==> src/rtl/oam_dma_engine.sv <==
// Sprite DMA engine: snoops CPU writes to the trigger register, stalls the CPU
// and copies one 256-byte page into the PPU OAM data port, one byte per get/put pair.
module oam_dma_engine #(
  parameter logic [15:0] REG_ADDR  = 16'h4014,
  parameter logic [15:0] DEST_ADDR = 16'h2004,
  parameter int unsigned XFER_LEN  = 256
) (
  input  logic        clk,
  input  logic        reset,
  input  logic        ce,
  input  logic [15:0] cpu_aout,
  input  logic [7:0]  cpu_dout,
  input  logic        cpu_mw,
  input  logic [7:0]  mem_din,
  output logic        cpu_pause,
  output logic        dma_active,
  output logic [15:0] dma_aout,
  output logic [7:0]  dma_dout,
  output logic        dma_mr,
  output logic        dma_mw
);

  typedef enum logic [2:0] {
    S_IDLE,
    S_HALT,
    S_ALIGN,
    S_READ,
    S_WRITE
  } state_e;

  localparam logic [7:0] LAST_IDX = 8'(XFER_LEN - 1);

  state_e     state_q, state_d;
  logic [7:0] page_q, page_d;
  logic [7:0] idx_q, idx_d;
  logic [7:0] latch_q, latch_d;
  logic       odd_q;

  // State register; odd_q tracks get (0) / put (1) cycle parity.
  // NOTE: sequential state uses non-blocking assignments so every register
  // samples the pre-edge values of the others.
  always_ff @(posedge clk or posedge reset) begin
    if (reset) begin
      state_q <= S_IDLE;
      page_q  <= 8'h00;
      idx_q   <= 8'h00;
      latch_q <= 8'h00;
      odd_q   <= 1'b0;
    end else if (ce) begin
      state_q <= state_d;
      page_q  <= page_d;
      idx_q   <= idx_d;
      latch_q <= latch_d;
      odd_q   <= ~odd_q;
    end
  end

  // Next-state logic.
  // NOTE: every signal written here gets a hold default first, so no latch is inferred.
  always_comb begin
    state_d = state_q;
    page_d  = page_q;
    idx_d   = idx_q;
    latch_d = latch_q;
    unique case (state_q)
      S_IDLE: begin
        if (cpu_mw && cpu_aout == REG_ADDR) begin
          page_d  = cpu_dout;
          idx_d   = 8'h00;
          state_d = S_HALT;
        end
      end
      // The halt cycle on a put means the next cycle is a get: go straight to READ.
      S_HALT:  state_d = odd_q ? S_READ : S_ALIGN;
      S_ALIGN: state_d = S_READ;
      S_READ: begin
        latch_d = mem_din;
        state_d = S_WRITE;
      end
      S_WRITE: begin
        if (idx_q == LAST_IDX) begin
          idx_d   = 8'h00;
          state_d = S_IDLE;
        end else begin
          idx_d   = idx_q + 8'h01;
          state_d = S_READ;
        end
      end
      default: state_d = S_IDLE;
    endcase
  end

  // Outputs are decoded from state only, so an async reset drops them at once.
  always_comb begin
    cpu_pause  = (state_q != S_IDLE);
    dma_active = (state_q != S_IDLE);
    dma_aout   = 16'h0000;
    dma_dout   = 8'h00;
    dma_mr     = 1'b0;
    dma_mw     = 1'b0;
    unique case (state_q)
      S_READ: begin
        dma_aout = {page_q, idx_q};
        dma_mr   = 1'b1;
      end
      S_WRITE: begin
        dma_aout = DEST_ADDR;
        dma_dout = latch_q;
        dma_mw   = 1'b1;
      end
      default: ;
    endcase
  end

endmodule
==> config.mk <==
export PLATFORM = sky130hd
export DESIGN_NAME = oam_dma_engine
export DESIGN_NICKNAME = d
export VERILOG_FILES = /design/src/rtl/oam_dma_engine.sv
export SDC_FILE = /design/constraint.sdc
export NUM_CORES = 1
export LEC_CHECK = 0
export CORE_MARGIN = 2
export CORE_UTILIZATION = 38
export DETAILED_ROUTE_END_ITERATION = 16
export GPL_TIMING_DRIVEN = 0
export HOLD_SLACK_MARGIN = 0.05
export PLACE_DENSITY = 0.75
export SLEW_MARGIN = 20
export SYNTH_ARGS = -nofsm -noshare
export SYNTH_HDL_FRONTEND = slang
export SYNTH_SLANG_ARGS = --single-unit
==> constraint.sdc <==
create_clock -name clk -period 1.55 [get_ports clk]
set_input_delay 0.31 -clock clk [delete_from_list [all_inputs] [get_ports clk]]
set_output_delay 0.31 -clock clk [all_outputs]
set_load 0.02 [all_outputs]
# After elaboration in Yosys (flattened, before gate mapping)
# Cells that the tools add are included.
# Widths: inputs -> output; s select.
# word_totals
input_bits	36
ff_bits	28
out_inout_bits	28
# op_classes
bitwise	1
muxes	11
eq_ne	7
reduce_logical	8
n_addsub	1
# ops
operator	n
$pmux 16 s2	1
$mux 8	3
$eq 16x15->1 const B	1
$pmux 8 s2	1
$pmux 3 s5	1
$add 8x1->8 const B	1
$eq 8x8->1 const B	1
$eq 3x2->1 const B	2
$reduce_and 3->1	2
$reduce_and 2->1	2
$eq 3x1->1 const B	1
$eq 3x3->1 const B	1
$logic_not 3->1	1
$mux 1	3
$mux 3	1
$reduce_bool 3->1	1
$mux 2	1
$ne 2x2->1 const B	1
$reduce_bool 2->1	1
$logic_and 1x1->1	1
$not 1->1	1

# Longest topological paths before layout
# Gate-level depths: netlist (run 1).
# depth
ltp_word	4
ltp_mapped	7

# Worst setup path before layout (run 1)
# No wires, ideal clock.
# synth_path
path_type	register to output
start	register state_q[2]
end	output dma_aout[0]
n_path_buf	2
arrival_time_ps	1508
stages_incl_launch_ff	6
slack_ps	-268
path_cell_list	dfrtp_1 inv_1 and3_1 clkbuf_1 clkbuf_1 and2_1
# synth_via
elab_chain_cells	2
elab_cells_between_ends	3
cone_classes	2 x eq/ne; 1 x mux
# synth_lines
item	line	text
from (decl)	33	state_e state_q, state_d;
from (signal assigned)	50	state_q <= state_d;
$eq 3x3->1 or $eq 3x2->1 (tied branches)	101	unique case (state_q)
$pmux 16 s2 (*)	101	
to (decl)	17	output logic [15:0] dma_aout,
# Every way passes the cells marked *; elsewhere a longest branch is shown, timed or not.

# Final worst setup path (run 1)
# layout_path
start	register state_q[2]
end	output dma_aout[7]
# Same word-level chain as after synthesis.

==> results of run 1 <==
==> cell usage in the layout (no fill, tap or decap), types with 2 or more instances in the layout <==
cell type / Yosys / routed
and2_4: 0 / 19
nand2_2: 1 / 2
dlymetal6s2s_1: 0 / 9
clkdlybuf4s50_1: 0 / 21
buf_2: 1 / 2
nand2_1: 10 / 8
clkbuf_8: 0 / 7
mux2_4: 8 / 8
dfrtp_2: 0 / 2
nand3_1: 6 / 6
a31oi_1: 5 / 5
mux2_2: 8 / 8
o21ai_0: 6 / 3
and3_4: 0 / 2
inv_1: 5 / 3
nor2_1: 5 / 4
dfrtp_1: 28 / 26
a21oi_1: 9 / 7
and2_1: 23 / 4
o21ai_2: 0 / 2
a21o_1: 2 / 2
buf_4: 2 / 27
buf_6: 0 / 33
inv_2: 0 / 2
==> worst reg2reg max path: cells and delay by family (launching register included) <==
kind	cells	cell delay, ns
AOI/OAI and AO/OA	3	0.52
buffers and inverters	3	0.32
and+or+nand+nor	1	0.29
DFF	1	0.45
==> path summary, 6_finish.rpt <==
check                                 from     endpoint  depth (start not counted)
worst max-delay path            state_q[2]  dma_aout[7]                          6
worst min-delay path                    ce        odd_q                          2
worst max register to register  state_q[0]     idx_q[5]                          7
worst min register to register       odd_q        odd_q                          1
max in group asynchronous            reset   state_q[0]                          2
min in group asynchronous            reset    page_q[4]                          2
==> cells by family after synthesis <==
| logic type | after synthesis |
|---|---|
| fa+ha+maj | 1 |
| simple gates | 62 |
| buf+inv | 12 |
| mux | 16 |
| compound gates | 27 |
| xor+xnor | 1 |
| flops | 28 |
==> power by group through the flow <==
stage	Sequential [W]	Clock, W	Combinational, W
floorplan	0.00110	0	0.000794
global placement	0.00116	0	0.00121
detailed placement	0.00116	0	0.00122
CTS	0.00116	0.000598	0.00174
global route	0.00119	0.000626	0.00216
finish	0.00117	0.000587	0.00202
==> state kept, by name, summed over array words and instances (netlist names) <==
register  cells
idx_q         8
latch_q       8
page_q        8
state_q       3
odd_q         1
==> final cells by class <==
class | instances | area (um2) | share of cell area [%]
Buffer | 5 | 58.81 | 2.111
Tap cell | 50 | 62.56 | 2.246
Timing Repair Buffer | 93 | 923.4 | 33.15
Inverter | 5 | 18.77 | 0.6739
Clock inverter | 1 | 30.03 | 1.078
Multi-Input combinational cell | 107 | 947.2 | 34.01
Clock buffer | 3 | 41.29 | 1.482
Sequential cell | 28 | 703.2 | 25.25
==> metal layers <==
| layer | part of all wire, % | track usage [%] | vias up |
|---|---|---|---|
| li1 | - | - | 708 |
| met1 | 40 | 21.82 | 727 |
| met2 | 53 | 33.86 | 50 |
| met3 | 6.0 | 2.961 | 7 |
| met4 | 1.8 | 3.750 | 0 |
| met5 | 0 | 0 | - |
==> per-stage QoR <==
step	total power [W]	std cells	worst slack, ns
after floorplan	0.001899	147	-0.2145
after global placement	0.002364	259	-0.7183
after detailed placement	0.002388	259	-0.7261
after CTS	0.003501	280	-0.2597
after global routing	0.003979	292	-0.2897
final	0.003776	292	-0.2525
==> what timing repair did <==
action                                  in CTS  in global routing
endpoints found under the setup margin      52                 50
cloned                                       3                  0
buffers inserted                            16                 13
resized for setup                          219                 29
pin swaps                                   19                 21
==> flow_metrics.env, run 1 <==
export IMPL_outcome="finished, violations left"
export IMPL_violations="setup timing"
export IMPL_netlist_top_cells_count="dfrtp_1, and2_1, nand2_1"
export IMPL_clock_insertion_delay_worst_skew_ns=0.28
export IMPL_worst_tran_pin_value_ns=0.6084
export IMPL_insertedDiodeCount=0
export IMPL_synthDominantAreaCellType="dfrtp_1"
export IMPL_timing_final_max_slew_violations=0
export IMPL_place_hpwl_mm=2.460
export IMPL_grt_first_pass_wirelength_mm=6.320
export IMPL_via_count_of_the_first_global_routing_pass=1408
export IMPL_clock_tree_buffer_depth=2
export IMPL_synth_lib_cells_used_distinct=38
export IMPL_die_width_um=67.93
export IMPL_worst_ep_arrival_time_ns=1.49
export IMPL_antenna_left=0
export IMPL_compound_cell_area_share_of_the_yosys_netlist_pct=11.04
export IMPL_first_pass_iters=4
export IMPL_cts_tree="built"
export IMPL_grt_max_degree=29
export IMPL_final_cell_area_um2=2785
export IMPL_routabilityCongestion=0.8241
export IMPL_worstPathMaxFanout=5
export IMPL_clk_root_buffer_cell="clkbuf_8"
export IMPL_maxCapViolCount=0
export IMPL_max_stage_delay_ns=0.43
export IMPL_tritoncts_num_sinks=28
export IMPL_yosys_register_bits=28
export IMPL_finalCritPeriodShare_pct=116.3
export IMPL_num_rows=23
export IMPL_fin_ws_ns=-0.2525
export IMPL_syn_cell_area_um2=1553
export IMPL_layout_drive_gt1_share_pct=55.37
export IMPL_worstHoldPathType="in -> reg"
export IMPL_final_hold_viol_count=0
export IMPL_remaining_global_route_overflow=0
export IMPL_clock_skew_final_ns=0.002664
export IMPL_design_core_area_um2=3971
export IMPL_final_net_count=280
export IMPL_setup_tns_final_ns=-6.550
export IMPL_htree_levels=1
export IMPL_cpLargestDelayFamily="buffers and inverters"
export IMPL_fin_crit_ns=1.803
export IMPL_most_frequent_cell_after_synthesis="dfrtp_1"
export IMPL_detailed_route_via_count=1492
export IMPL_synth_nets=184
export IMPL_avgViaCountPerCell=5.110
export IMPL_synth_edf_count=0
export IMPL_design_portCount=64
export IMPL_netSwitchingFraction_pct=35.03
export IMPL_die_y_extent_um=67.93
export IMPL_post_synth_cell_area_avg_um2=10.56
export IMPL_final_core_utilization_pct=70.13
export IMPL_path_class="reg -> out"
export IMPL_crit_buf_inv=4
export IMPL_worstSetupStartpointType="register"
export IMPL_ys_top_cells_by_area="dfrtp_1, and2_1, mux2_4"
export IMPL_p_sw_w=0.001323
export IMPL_antenna_found_initial=0
export IMPL_cts_clk_slew_worst_paths_ns=0.10
export IMPL_cts_stage_hold_buffer_count=0
export IMPL_die_area_um2=4614
export IMPL_reg2reg_slack_ns=-0.09
export IMPL_power_internal_w=0.002454
export IMPL_muxShareOfSynthArea_pct=13.54
export IMPL_synth_top_family_by_area="simple AND/OR/NAND/NOR gates"
export IMPL_slowest_stage="dfrtp_1"
export IMPL_initial_utilization_pct=39.10
export IMPL_vdd_ir_drop_worst_uv=1021
export IMPL_adder_cell_share_of_the_synthesized_area_pct=0.8058
export IMPL_timing_slew_headroom_pct=59.38
export IMPL_grt_use_total_pct=18.17
export IMPL_report_final_setup_viol=41
export IMPL_p_leak_nw=1.369
export IMPL_area_added_between_synthesis_and_finish_pct=79.37
export IMPL_crit_path_end_kind="output pin"
export IMPL_detail_route_wl_per_cell_um=15.43
export IMPL_fill_cells=253
export IMPL_post_syn_instances=147
export IMPL_post_synth_xor_area_fraction_pct=0.5641
export IMPL_finalWirelength_mm=4.506
export IMPL_synth_ff_type="dfrtp_1"
export IMPL_unrepaired_setup_endpoints_after_global_routing="true"
export IMPL_initialDrtViolationCount=103
export IMPL_async_reset_ff_share_pct=100.0
export IMPL_seq_area_frac_synth_pct=45.12
export IMPL_synth_yosys_warnings=0
export IMPL_p_clk_share_pct=15.5
export IMPL_port_buffers=62
export IMPL_place_area_um2=2255
export IMPL_drc=0
export IMPL_hold_slack_ns=0.3696
export IMPL_worst_ep_required_time_ns=1.24
export IMPL_power_share_sequential_pct=30.9
export IMPL_combinationalPowerShare_pct=53.6
export IMPL_simple_gate_area_share_of_the_yosys_netlist_pct=25.46
export IMPL_tritoncts_num_buffers=3
export IMPL_power_per_cell_area_nw_per_um2=1356
export IMPL_max_clock_freq_mhz=554.8
export IMPL_synth_top_cell_area_share_pct=45.12
export IMPL_cp_cell_sequence="inv_2 -> and3_4 -> buf_8 -> clkbuf_8 -> and2_4 -> buf_6"
Note: power is estimated with default switching activity, not from simulation.
==> run 2, diff against run 1 <==
- ABC_AREA: unset -> 1
- CORE_UTILIZATION: 38 -> 41
- CTS_BUF_LIST: unset -> sky130_fd_sc_hd__clkbuf_2 sky130_fd_sc_hd__clkbuf_4 sky130_fd_sc_hd__clkbuf_8
- PLACE_DENSITY: 0.75 -> 0.78
==> run 2 against run 1 <==
  * The run still ends with setup timing left
  * First-iteration DRC count up 31%
  * Clock power down 3%
  * Wire length up 10%
  * Final cell count up 29%
  * Sequential share of layout area down 0.51 points
  * Flip-flop and latch count unchanged
  * Critical path type unchanged
  * Critical endpoint is now dma_dout[2]
==> flow_metrics.env, run 2 <==
export IMPL_worstHoldPathType="in -> async"
export IMPL_syn_cell_area_um2=1674
export IMPL_synth_ff_type="dfrtp_1"
export IMPL_detailed_route_via_count=1841
export IMPL_final_common_cell="nand2_1"
export IMPL_vdd_ir_drop_worst_uv=757.5
export IMPL_synth_edf_count=0
export IMPL_cts_clk_slew_worst_paths_ns=0.09
export IMPL_worstPathMaxFanout=5
export IMPL_die_y_extent_um=67.90
export IMPL_compound_cell_area_share_of_the_yosys_netlist_pct=8.072
export IMPL_largestRegisters="idx_q: 8 flops, latch_q: 8 flops, page_q: 8 flops"
export IMPL_post_syn_instances=241
export IMPL_post_synth_xor_area_fraction_pct=2.093
export IMPL_clock_insertion_delay_worst_skew_ns=0.27
export IMPL_maxCapViolCount=0
export IMPL_muxShareOfSynthArea_pct=0
export IMPL_async_reset_ff_share_pct=100.0
export IMPL_final_cell_area_um2=2853
export IMPL_antenna_left=0
export IMPL_netlist_top_cells_count="nor2_1, nand2_1, inv_1"
export IMPL_report_final_setup_viol=23
export IMPL_placed_cells_incl_taps=354
export IMPL_design_portCount=64
export IMPL_insertedDiodeCount=0
export IMPL_dp_slack_ns=-0.6203
export IMPL_port_buffers=63
export IMPL_timing_slew_headroom_pct=60.32
export IMPL_final_hold_viol_count=0
export IMPL_synth_yosys_warnings=0
export IMPL_worstSetupStartpointType="register"
export IMPL_drc=0
export IMPL_max_clock_freq_mhz=592.6
export IMPL_avgViaCountPerCell=4.896
export IMPL_crit_reg2reg_launch="state_q[0]"
export IMPL_outcome="finished, violations left"
export IMPL_simple_gate_area_share_of_the_yosys_netlist_pct=34.60
export IMPL_total_power_w=0.003215
export IMPL_clk_root_buffer_cell="clkbuf_8"
export IMPL_layout_drive_gt1_share_pct=32.21
export IMPL_violations="setup timing"
export IMPL_grt_max_degree=29
export IMPL_design_core_area_um2=3971
export IMPL_reg2reg_to="page_q[0]"
export IMPL_grt_first_pass_wirelength_mm=7.845
export IMPL_synth_nets=278
export IMPL_slowest_stage="dfrtp_2"
export IMPL_max_stage_delay_ns=0.47
export IMPL_htree_levels=1
export IMPL_tritoncts_num_buffers=3
export IMPL_cp_cell_sequence="nor2_4 -> nand2_4 -> buf_8 -> nor2_4 -> buf_6"
export IMPL_initial_utilization_pct=42.16
export IMPL_cts_tree="built"
export IMPL_yosys_register_bits=28
export IMPL_initialDrtViolationCount=135
export IMPL_clock_tree_buffer_depth=2
export IMPL_reg2reg_slack_ns=0.05
export IMPL_seq_area_frac_synth_pct=41.85
export IMPL_die_area_um2=4610
export IMPL_adder_cell_share_of_the_synthesized_area_pct=0.7474
export IMPL_final_cell_count_no_fill=376
export IMPL_place_hpwl_mm=3.033
export IMPL_final_net_count=364
export IMPL_clock_skew_final_ns=0.002772
export IMPL_unrepaired_setup_endpoints_after_global_routing="true"
export IMPL_detail_route_wl_per_cell_um=13.20
export IMPL_routabilityCongestion=0.8539
export IMPL_fin_crit_ns=1.687
export IMPL_via_count_of_the_first_global_routing_pass=1713
export IMPL_remaining_global_route_overflow=0
export IMPL_worst_tran_pin_value_ns=0.5943
export IMPL_power_per_cell_area_nw_per_um2=1127
export IMPL_place_area_um2=2367
export IMPL_first_pass_iters=4
export IMPL_fill_cells=312
export IMPL_synthDominantAreaCellType="dfrtp_1"
export IMPL_path_class="reg -> out"
export IMPL_worst_ep_required_time_ns=1.24
export IMPL_die_width_um=67.90
export IMPL_timing_final_max_slew_violations=0
export IMPL_synth_top_cell_area_share_pct=41.85
export IMPL_grt_use_total_pct=22.58
export IMPL_synth_lib_cells_used_distinct=23
export IMPL_most_frequent_cell_after_synthesis="nor2_1"
export IMPL_finalCritPeriodShare_pct=108.9
export IMPL_worst_ep_arrival_time_ns=1.38
export IMPL_worstRegToRegCells=8
export IMPL_synth_top_family_by_area="simple AND/OR/NAND/NOR gates"
export IMPL_crit_path_frequent_cell="nor2_4"
export IMPL_crit_path_end_kind="output pin"
export IMPL_p_leak_nw=1.325
export IMPL_finalWirelength_mm=4.964
export IMPL_fin_ws_ns=-0.1375
export IMPL_area_added_between_synthesis_and_finish_pct=70.40
export IMPL_tritoncts_num_sinks=28
export IMPL_ys_top_cells_by_area="dfrtp_1, nor2_1, nand2_1"
export IMPL_most_common_layout_cells="nand2_1, inv_1, nor2_1, clkdlybuf4s50_1, buf_6"
export IMPL_antenna_found_initial=0
export IMPL_cts_stage_hold_buffer_count=0
export IMPL_post_synth_cell_area_avg_um2=6.946
export IMPL_setup_tns_final_ns=-2.213
export IMPL_num_rows=23
run 2: area by class of cell:
class	instances	area (um2)	share of cell area, %
plain buffers	7	82.58	2.895
clock buffers	3	41.29	1.447
clock inverters	1	30.03	1.053
inverters	44	167.7	5.877
multi-input cells	162	962.2	33.73
flip-flops and latches	28	705.7	24.74
well taps	50	62.56	2.193
repair buffers	81	800.8	28.07
run 2: what timing repair did:
| item | in CTS | in global routing |
|---|---|---|
| pin swaps | 4 | 5 |
| resized for setup | 197 | 36 |
| setup endpoints to repair | 39 | 39 |
| cloned | 2 | 0 |
| setup buffers | 6 | 10 |
run 2: worst max-delay path by stage:
stage                          start           to  depth (start not counted)
final                     state_q[0]  dma_dout[2]                          5
after global routing      state_q[2]  dma_aout[8]                          5
after CTS                 state_q[1]  dma_dout[5]                          5
after detailed placement  state_q[0]  dma_dout[3]                          5
after global placement    state_q[2]  dma_aout[8]                          5
after floorplan           state_q[0]  dma_dout[0]                          4
run 2: kinds of logic after synthesis:
group | count (synthesis)
simple gates | 136
buf+inv | 51
flops | 28
compound gates | 21
xor+xnor | 4
fa+ha+maj | 1
run 2: worst max-delay path: cells and delay by family (launching register included):
kind,cells,cell delay [ns]
flops,1,0.47
simple gates,3,0.37
buf+inv,2,0.27
run 2: routing by layer:
metal  up-vias  part of all wire (%)  GRT usage, %
met3         7                   4.8         3.454
met1       867                    39         27.03
met2        62                    55         41.91
li1        905                     -             -
met4         0                   1.2         6.000
met5         -                     0             0
run 2: report_power, final:
| part | switching, W | total (W) | internal, W |
|---|---|---|---|
| logic | 0.000914 | 0.00166 | 0.000742 |
| registers | 0.000107 | 0.000991 | 0.000883 |
| clock network | 0.000223 | 0.000569 | 0.000346 |
run 2: stage by stage:
stage / hold slack (ns) / utilization, %
final: 0.4169 / 71.83
after global routing: 0.4628 / 71.83
after CTS: 0.4923 / 66.76
after detailed placement: 0.4695 / 59.61
after global placement: 0.4558 / 59.61
after floorplan: 0.3754 / -
